`src/rtl/pot_ramp_ctrl.sv`:
```
// Wiper ramp controller for a DS3502 digital pot: steps the wiper toward a target through an I2C writer.
// Optional stepwise ramp enabled by defining POT_RAMP_STEP_EN; otherwise each target is one direct write.
module pot_ramp_ctrl #(
    parameter int         STEP         = 1,
    parameter int         DWELL_CYCLES = 3400,
    parameter int         ACK_TIMEOUT  = 64,
    parameter logic [7:0] INIT_VAL     = 8'h40
) (
    input  logic       clk,
    input  logic       rst,
    input  logic       tgt_valid,
    input  logic [7:0] tgt_data,
    output logic       tgt_ready,
    output logic [7:0] cur_val,
    output logic       at_target,
    output logic       pot_load,
    output logic [7:0] pot_r,
    input  logic       pot_busy,
    output logic       err_timeout
);

    localparam int ACK_W = $clog2(ACK_TIMEOUT + 1);

    if (STEP < 1 || STEP > 127) begin : g_bad_step
        $error("pot_ramp_ctrl: STEP must be 1..127");
    end
    if (DWELL_CYCLES < 1) begin : g_bad_dwell
        $error("pot_ramp_ctrl: DWELL_CYCLES must be at least 1");
    end
    if (ACK_TIMEOUT < 1) begin : g_bad_ack
        $error("pot_ramp_ctrl: ACK_TIMEOUT must be at least 1");
    end

`ifdef POT_RAMP_STEP_EN
    typedef enum logic [2:0] {IDLE, CALC, ISSUE, WAIT_ACK, WAIT_DONE, DWELL} state_t;
    localparam int         DWELL_W = $clog2(DWELL_CYCLES + 1);
    localparam logic [7:0] STEP_V  = 8'(STEP);
    logic [DWELL_W-1:0] dwell_cnt_q, dwell_cnt_d;
`else
    typedef enum logic [2:0] {IDLE, CALC, ISSUE, WAIT_ACK, WAIT_DONE} state_t;
`endif

    state_t           state_q, state_d;
    logic [7:0]       tgt_q, tgt_d;
    logic [7:0]       cur_q, cur_d;
    logic [7:0]       next_q, next_d;
    logic [7:0]       pot_r_q, pot_r_d;
    logic             load_q, load_d;
    logic             err_q, err_d;
    logic [ACK_W-1:0] ack_cnt_q, ack_cnt_d;

    // The device only accepts 0..127, so larger requests clamp to full scale.
    function automatic logic [7:0] sat_7f(input logic [7:0] v);
        return v[7] ? 8'h7F : v;
    endfunction

    function automatic logic [7:0] next_toward(input logic [7:0] cur, input logic [7:0] tgt);
`ifdef POT_RAMP_STEP_EN
        logic [7:0] dist;
        logic [7:0] inc;
        dist = (tgt > cur) ? (tgt - cur) : (cur - tgt);
        inc  = (dist < STEP_V) ? dist : STEP_V;
        return (tgt > cur) ? (cur + inc) : (cur - inc);
`else
        return (cur == tgt) ? cur : tgt;
`endif
    endfunction

`ifdef POT_RAMP_STEP_EN
    assign tgt_ready = (state_q == IDLE) || (state_q == DWELL);
`else
    assign tgt_ready = (state_q == IDLE);
`endif

    always_comb begin
        state_d   = state_q;
        tgt_d     = tgt_q;
        cur_d     = cur_q;
        next_d    = next_q;
        pot_r_d   = pot_r_q;
        load_d    = 1'b0;
        err_d     = err_q;
        ack_cnt_d = ack_cnt_q;
`ifdef POT_RAMP_STEP_EN
        dwell_cnt_d = dwell_cnt_q;
`endif
        unique case (state_q)
            IDLE: begin
                if (tgt_valid) begin
                    tgt_d   = sat_7f(tgt_data);
                    err_d   = 1'b0;
                    state_d = CALC;
                end
            end
            CALC: begin
                if (tgt_q == cur_q) begin
                    state_d = IDLE;
                end else begin
                    next_d  = next_toward(cur_q, tgt_q);
                    state_d = ISSUE;
                end
            end
            ISSUE: begin
                if (!pot_busy) begin
                    load_d    = 1'b1;
                    pot_r_d   = next_q;
                    ack_cnt_d = '0;
                    state_d   = WAIT_ACK;
                end
            end
            WAIT_ACK: begin
                if (pot_busy) begin
                    ack_cnt_d = '0;
                    state_d   = WAIT_DONE;
                end else if (ack_cnt_q == ACK_W'(ACK_TIMEOUT - 1)) begin
                    ack_cnt_d = '0;
                    err_d     = 1'b1;
                    state_d   = IDLE;
                end else begin
                    ack_cnt_d = ack_cnt_q + ACK_W'(1);
                end
            end
            WAIT_DONE: begin
                if (!pot_busy) begin
                    cur_d = next_q;
`ifdef POT_RAMP_STEP_EN
                    state_d = (next_q == tgt_q) ? IDLE : DWELL;
`else
                    state_d = IDLE;
`endif
                end
            end
`ifdef POT_RAMP_STEP_EN
            // A fresh target abandons the dwell; the next step starts from cur_q, so reversal cannot overshoot.
            DWELL: begin
                if (tgt_valid) begin
                    tgt_d       = sat_7f(tgt_data);
                    err_d       = 1'b0;
                    dwell_cnt_d = '0;
                    state_d     = CALC;
                end else if (dwell_cnt_q == DWELL_W'(DWELL_CYCLES - 1)) begin
                    dwell_cnt_d = '0;
                    state_d     = CALC;
                end else begin
                    dwell_cnt_d = dwell_cnt_q + DWELL_W'(1);
                end
            end
`endif
            default: state_d = IDLE;
        endcase
    end

    always_ff @(posedge clk or negedge rst) begin
        if (!rst) begin
            state_q   <= IDLE;
            tgt_q     <= INIT_VAL;
            cur_q     <= INIT_VAL;
            next_q    <= INIT_VAL;
            pot_r_q   <= INIT_VAL;
            load_q    <= 1'b0;
            err_q     <= 1'b0;
            ack_cnt_q <= '0;
`ifdef POT_RAMP_STEP_EN
            dwell_cnt_q <= '0;
`endif
        end else begin
            state_q   <= state_d;
            tgt_q     <= tgt_d;
            cur_q     <= cur_d;
            next_q    <= next_d;
            pot_r_q   <= pot_r_d;
            load_q    <= load_d;
            err_q     <= err_d;
            ack_cnt_q <= ack_cnt_d;
`ifdef POT_RAMP_STEP_EN
            dwell_cnt_q <= dwell_cnt_d;
`endif
        end
    end

    assign cur_val     = cur_q;
    assign pot_r       = pot_r_q;
    assign pot_load    = load_q;
    assign err_timeout = err_q;
    assign at_target   = (state_q == IDLE) && (cur_q == tgt_q);

endmodule

```
`config.mk`:
```
export PLATFORM = sky130hd
export DESIGN_NAME = pot_ramp_ctrl
export DESIGN_NICKNAME = d
export VERILOG_FILES = /design/src/rtl/pot_ramp_ctrl.sv
export SDC_FILE = /design/constraint.sdc
export NUM_CORES = 1
export LEC_CHECK = 0
export ABC_CLOCK_PERIOD_IN_PS = 5400
export BUFFER_PORTS_ARGS = -buffer_cell sky130_fd_sc_hd__buf_4
export CORE_UTILIZATION = 25
export DETAILED_ROUTE_END_ITERATION = 12
export SETUP_SLACK_MARGIN = 0.3
export SYNTH_ARGS = -nofsm -noshare
export SYNTH_HDL_FRONTEND = slang
export SYNTH_SLANG_ARGS = --single-unit
```
`constraint.sdc`:
```
create_clock -name clk -period 5.4 [get_ports clk]
set_clock_uncertainty 0.15 [all_clocks]
set_input_delay 0.54 -clock clk [delete_from_list [all_inputs] [get_ports clk]]
set_output_delay 0.54 -clock clk [all_outputs]
set_load 0.02 [all_outputs]
```
* Yosys cells after proc, flatten, opt, wreduce, memory -nomap -nowiden
Index checks and enable logic that the tools add are counted.
** Storage, ports and cells
- Register bits after elaboration :: 44
- Bits in latches :: 0
- Bits in writable memories :: 0
- ROM bits :: 0
- Memories kept :: 0
** Operators by class
- $add $sub $neg :: 1
- Multiply operators :: 0
- Divide/modulo/power cells :: 0
- $lt $le $gt $ge :: 0
- Equality and inequality tests :: 13
- Shift-type cells :: 0
- Muxes and demuxes :: 19
- Bitwise logic cells :: 2
- Reduce and logical (&&, ||, !) cells :: 11
** Operators by type and width (count)
- 7-bit 2-to-1 mux :: 4
- 8-bit == test :: 2
- 3-bit 2-to-1 mux :: 5
- 3-bit case mux with 5 select lines :: 1
- 7-bit case mux with 2 select lines :: 1
- 2-bit inequality test (second input constant) :: 5
- 2-bit AND reduction :: 5
- 8-bit 2-to-1 mux :: 1
- 4-bit AND reduction :: 2
- 7-bit by 1-bit adder with 7-bit output (second input constant) :: 1
- 7-bit by 6-bit == test with 1-bit output (second input constant) :: 1
- 3-bit by 2-bit == test with 1-bit output (second input constant) :: 2
- 1-bit 2-to-1 mux :: 5
- 2-bit nonzero test :: 2
- 3-bit by 1-bit == test with 1-bit output (second input constant) :: 1
- 3-bit == test (second input constant) :: 1
- 3-bit logical NOT :: 1
- 3-bit inequality test (second input constant) :: 1
- 2-bit 2-to-1 mux :: 1
- 1-bit inverter :: 2
- 1-bit case mux with 2 select lines :: 1
- 1-bit logical AND :: 1

* Logic depth before layout (Yosys ltp)
- Depth in word-level cells :: 4
- Depth in mapped cells :: 7
- Mapped depth without buffers :: 5

* Least setup slack after synthesis
Ideal clock, no wire load.
- Kind :: flip-flop to output port
- Start :: register state_q[0]
- End :: output port at_target
- Arrival :: 1485 ps
- Required time :: 4710 ps
- Slack :: 3225 ps
- Stages on the path, launching flop included :: 4
- Cells stage by stage :: dfrtp_1 buf_6 nor3_1 and4_1
** On the way
- Longest elaborated chain between the ends :: 2
** RTL lines
- start: declaration :: line 43 : state_t state_q, state_d;
- start signal: assignment :: line 167 : state_q <= state_d;
- 3-bit logical NOT
- via tgt_ready :: line 13 : output logic tgt_ready,
- 1-bit logical AND :: line 185 : assign at_target = (state_q == IDLE) && (cur_q == tgt_q);
- end: declaration :: line 15 : output logic at_target,
The timed path passes the listed nets, and every way through them passes these cells.

* Final worst setup path
- Start :: register tgt_q[2]
- End :: output port at_target
** On the way
- Longest elaborated chain between the ends :: 2
** RTL lines
- start: declaration :: line 44 : logic [7:0] tgt_q, tgt_d;
- start signal: assignment :: line 168 : tgt_q <= tgt_d;
- 8-bit == test :: line 185
- 1-bit logical AND :: line 185
No other way between the ends.

==> metrics.md <==
| Metric | Value |
|---|---|
| Status | `finished, final reports clean` |
| Buffers on Ports | `31` |
| Max Freq | `approximately 430 MHz` |
| Area occupied by multi-input gates | `~800 um2` |
| Worst vdd ir | `~0.23 mV` |
| Initial Util | `about a quarter` |
| TritonCTS clock tree | `yes` |
| Aggregate routed wire length | `around 3700 um` |
| # setup viols final | `0` |
| Leak | `0.997 nW` |
| Core ar. | `roughly 7400 um2` |
| Design internal power | `approximately 850 uW` |
| Layout cell share with drive strength beyond 1 | `between 30% and 40%` |
| Total grt overflow | `0` |
| Power Total | `approximately 1.3 mW` |
| Die Span X | `between 80 and 90 um` |
| Power Density | `between 500 and 600 nW/um2` |
| Worst slew margin relative to its limit | `52.5%` |
| CP Depth | `4` |
| Final nets | `just over 200` |
| CTS resizes | `0` |
| Clock sinks | `43` |
| Die H | `89.9 um` |
| First-pass GRT wire length | `roughly 6400 um` |
| # DRC | `0` |
| Period utilisation layout | `a little over two fifths` |
| Sw frac | `between 30% and 40%` |
| Ys Warns | `0` |
| Register bit count reported by yosys | `43` |
| Final ANT Viol Nets | `0` |
| CP required | `between 4 and 5 ns` |
| Avg Inst Size Synth | `approximately 12 um2` |
| CP bufs+invs | `1` |
| Area share of the largest cell type after synthesis | `between 50% and 60%` |
| Min Tclk post-route | `between 2 and 2.5 ns` |
| CTS clk-pin slew, worst paths | `approximately 0.08 ns` |
| Post-CTS Setup Bufs | `0` |
| Root buf cell | `clkbuf_8` |
| Synth area leaders | `dfrtp_1 (51%), mux2_2 (13%), dfstp_2 (5.4%)` |
| Critical path class | `reg2out` |
| Critical path fanouts, max | `3` |
| Sequential area share after synthesis | `a little under three fifths` |
| Slew Limit Fails | `0` |
| Die area | `between 8000 and 9000 um2` |
| DP Area | `around 2300 um2` |
| Synthesized area | `slightly below 2000 um2` |
| Critical Path End Type | `output port` |
| Vias in the first global route | `around 1,200` |
| Via count | `1,244` |
| GRT Util Overall | `between 10 and 15%` |
| Final Hold Fails | `0` |
| Clock tree buffer depth | `2` |
| Synth unique cells | `39` |
| Final Instance Area | `between 2000 and 2500 um2` |
| Clock latency on the worst-skew pair | `between 0.2 and 0.3 ns` |
| FF-to-FF path depth | `4` |
| Cell accounting for the most synthesized area | `dfrtp_1` |
| Filler instances | `769` |
| RSZ-0062 raised after global routing | `no` |
| Worst-path cell chain | `xor2_1, nor4_4, and4_1, buf_4` |
| Power share of the clock group | `~22%` |
| Worst EP arrival | `between 1.5 and 2 ns` |
| Cell row count | `31` |
| Crit path max-delay family | `simple AND/OR/NAND/NOR gates` |
| Io pins | `32` |
| Worst Max-Slew Pin Slew | `0.710 ns` |
| Setup TNS | `0 ns` |
| Post-synth EDFFs | `0` |
| Startpoint Class | `flop` |
| Largest net degree at the start of global routing | `between 40 and 50` |
| Routed wire per std cell | `approximately 13 um` |
| NetSw | `459 uW` |
| Antenna cells | `0` |
| Post-DP HPWL | `about 2700 um` |
| Post-Syn Instances | `around 160` |
| Register area | `around 1100 um2` |
| Iter 0 DRT Violations | `77` |
| Cts bufs inserted | `5` |
| Vias/cell | `4.26` |
| Syn Nets | `around 170` |
| Initial antenna violation count | `0` |
| Synth cell count leaders | `dfrtp_1 (39), mux2_2 (23), nor2_1 (18)` |
| Area grow syn2layout | `24.2%` |
| Critical path's slowest cell | `dfrtp_1` |
| Seq pwr share | `about two fifths` |
| Synth Flop Type | `dfrtp_1` |
| Min-delay worst type | `in2async` |
| Top-count cell post-synth | `dfrtp_1` |
| H-tree levels | `2` |
| RePlAce Congestion | `approximately 0.76` |
| Drt pass-1 iters | `4` |
| CTS Hold Bufs | `0` |
| Comb power frac | `36.3%` |
| Worst path max stage delay | `0.40 ns` |
| Max cap viols | `0` |
| Asr flop ratio synth | `100%` |
==> power groups by stage <==
stage / Sequential [mW] / Combinational [mW] / Clock [mW]
6_report: 0.541 / 0.475 / 0.292
2_1_floorplan: 0.573 / 0.301 / 0
3_5_place_dp: 0.550 / 0.484 / 0
5_1_grt: 0.561 / 0.521 / 0.317
3_3_place_gp: 0.548 / 0.477 / 0
4_1_cts: 0.544 / 0.485 / 0.303
==> final timing paths <==
kind	start	end	slack, ns
setup / recovery	tgt_q[2]	at_target	3.08
hold / removal	rst	ack_cnt_q[5]	0.07
setup reg to reg	state_q[0]	next_q[0]	3.35
hold reg to reg	pot_r[7]	pot_r[7]	0.36
max in group asynchronous	rst	cur_val[6]	4.64
min in group clk	tgt_data[6]	tgt_q[6]	0.35
==> stage by stage <==
| step | setup slack, ns | instances | hold WS (ns) | utilization [%] |
|---|---|---|---|---|
| 2_1_floorplan | 3.22 | 158 | 0.0944 | - |
| 3_3_place_gp | 3.37 | 284 | 0.344 | 30.7 |
| 3_5_place_dp | 3.35 | 284 | 0.351 | 30.7 |
| 4_1_cts | 3.03 | 292 | 0.0893 | 32.5 |
| 5_1_grt | 2.98 | 292 | 0.110 | 32.5 |
| 6_report | 3.08 | 292 | 0.0709 | 32.5 |
==> sequential cells by signal, summed over array words and instances, names as in the netlist <==
signal and cells:
err_timeout 1, next_q 8, pot_load 1, state_q 3, pot_r 8, cur_val 8, tgt_q 7, ack_cnt_q 7
==> routing by layer <==
metal / global-route usage (%) / wire (um)
met5: 0 / 0
met4: 4.44 / 51
met3: 2.45 / 139
met2: 14.7 / 1700
met1: 14.2 / 1860
==> worst register-to-register path, delay by kind of cell, from the launching register on <==
| kind | cells | cell delay [ns] |
|---|---|---|
| mux | 1 | 0.38 |
| simple gates | 1 | 0.41 |
| compound gates | 1 | 0.31 |
| flops | 1 | 0.58 |
| buf+inv | 1 | 0.11 |
==> cell families after synthesis <==
| group | after synthesis | share of synthesized area, % |
|---|---|---|
| AO/OA/AOI/OAI | 29 | 9.85 |
| XOR/XNOR | 7 | 3.18 |
| buffers and inverters | 10 | 2.46 |
| AND/OR/NAND/NOR | 44 | 13.9 |
| multiplexers | 24 | 13.9 |
| adder cells (fa/ha/maj) | 1 | 0.648 |
| flip-flops | 43 | 56.0 |
==> cell usage in the layout, fill, tap and decap left out, types with 2 or more instances in the layout <==
cell / synthesis / layout
inv_1: 5 / 5
o31ai_1: 2 / 2
buf_4: 0 / 31
nor3_1: 3 / 3
nand2_1: 6 / 6
nand3_1: 3 / 3
mux2_2: 23 / 23
dfrtp_1: 39 / 39
o21ai_0: 8 / 8
a21boi_0: 2 / 2
clkbuf_8: 0 / 5
nand2b_1: 2 / 2
xor2_1: 7 / 7
a21oi_1: 10 / 10
nor2_1: 18 / 18
dfstp_2: 4 / 4
bufinv_16: 0 / 2
==> layout make-up <==
class	count	area share, %
multi-input combinational	105	33.4
clock inverter	3	2.82
sequential	43	45.1
inverter	6	0.939
clock buffer	5	2.87
timing repair buffer	31	9.70
tap	99	5.16
Power figures use the tool's default switching activity.
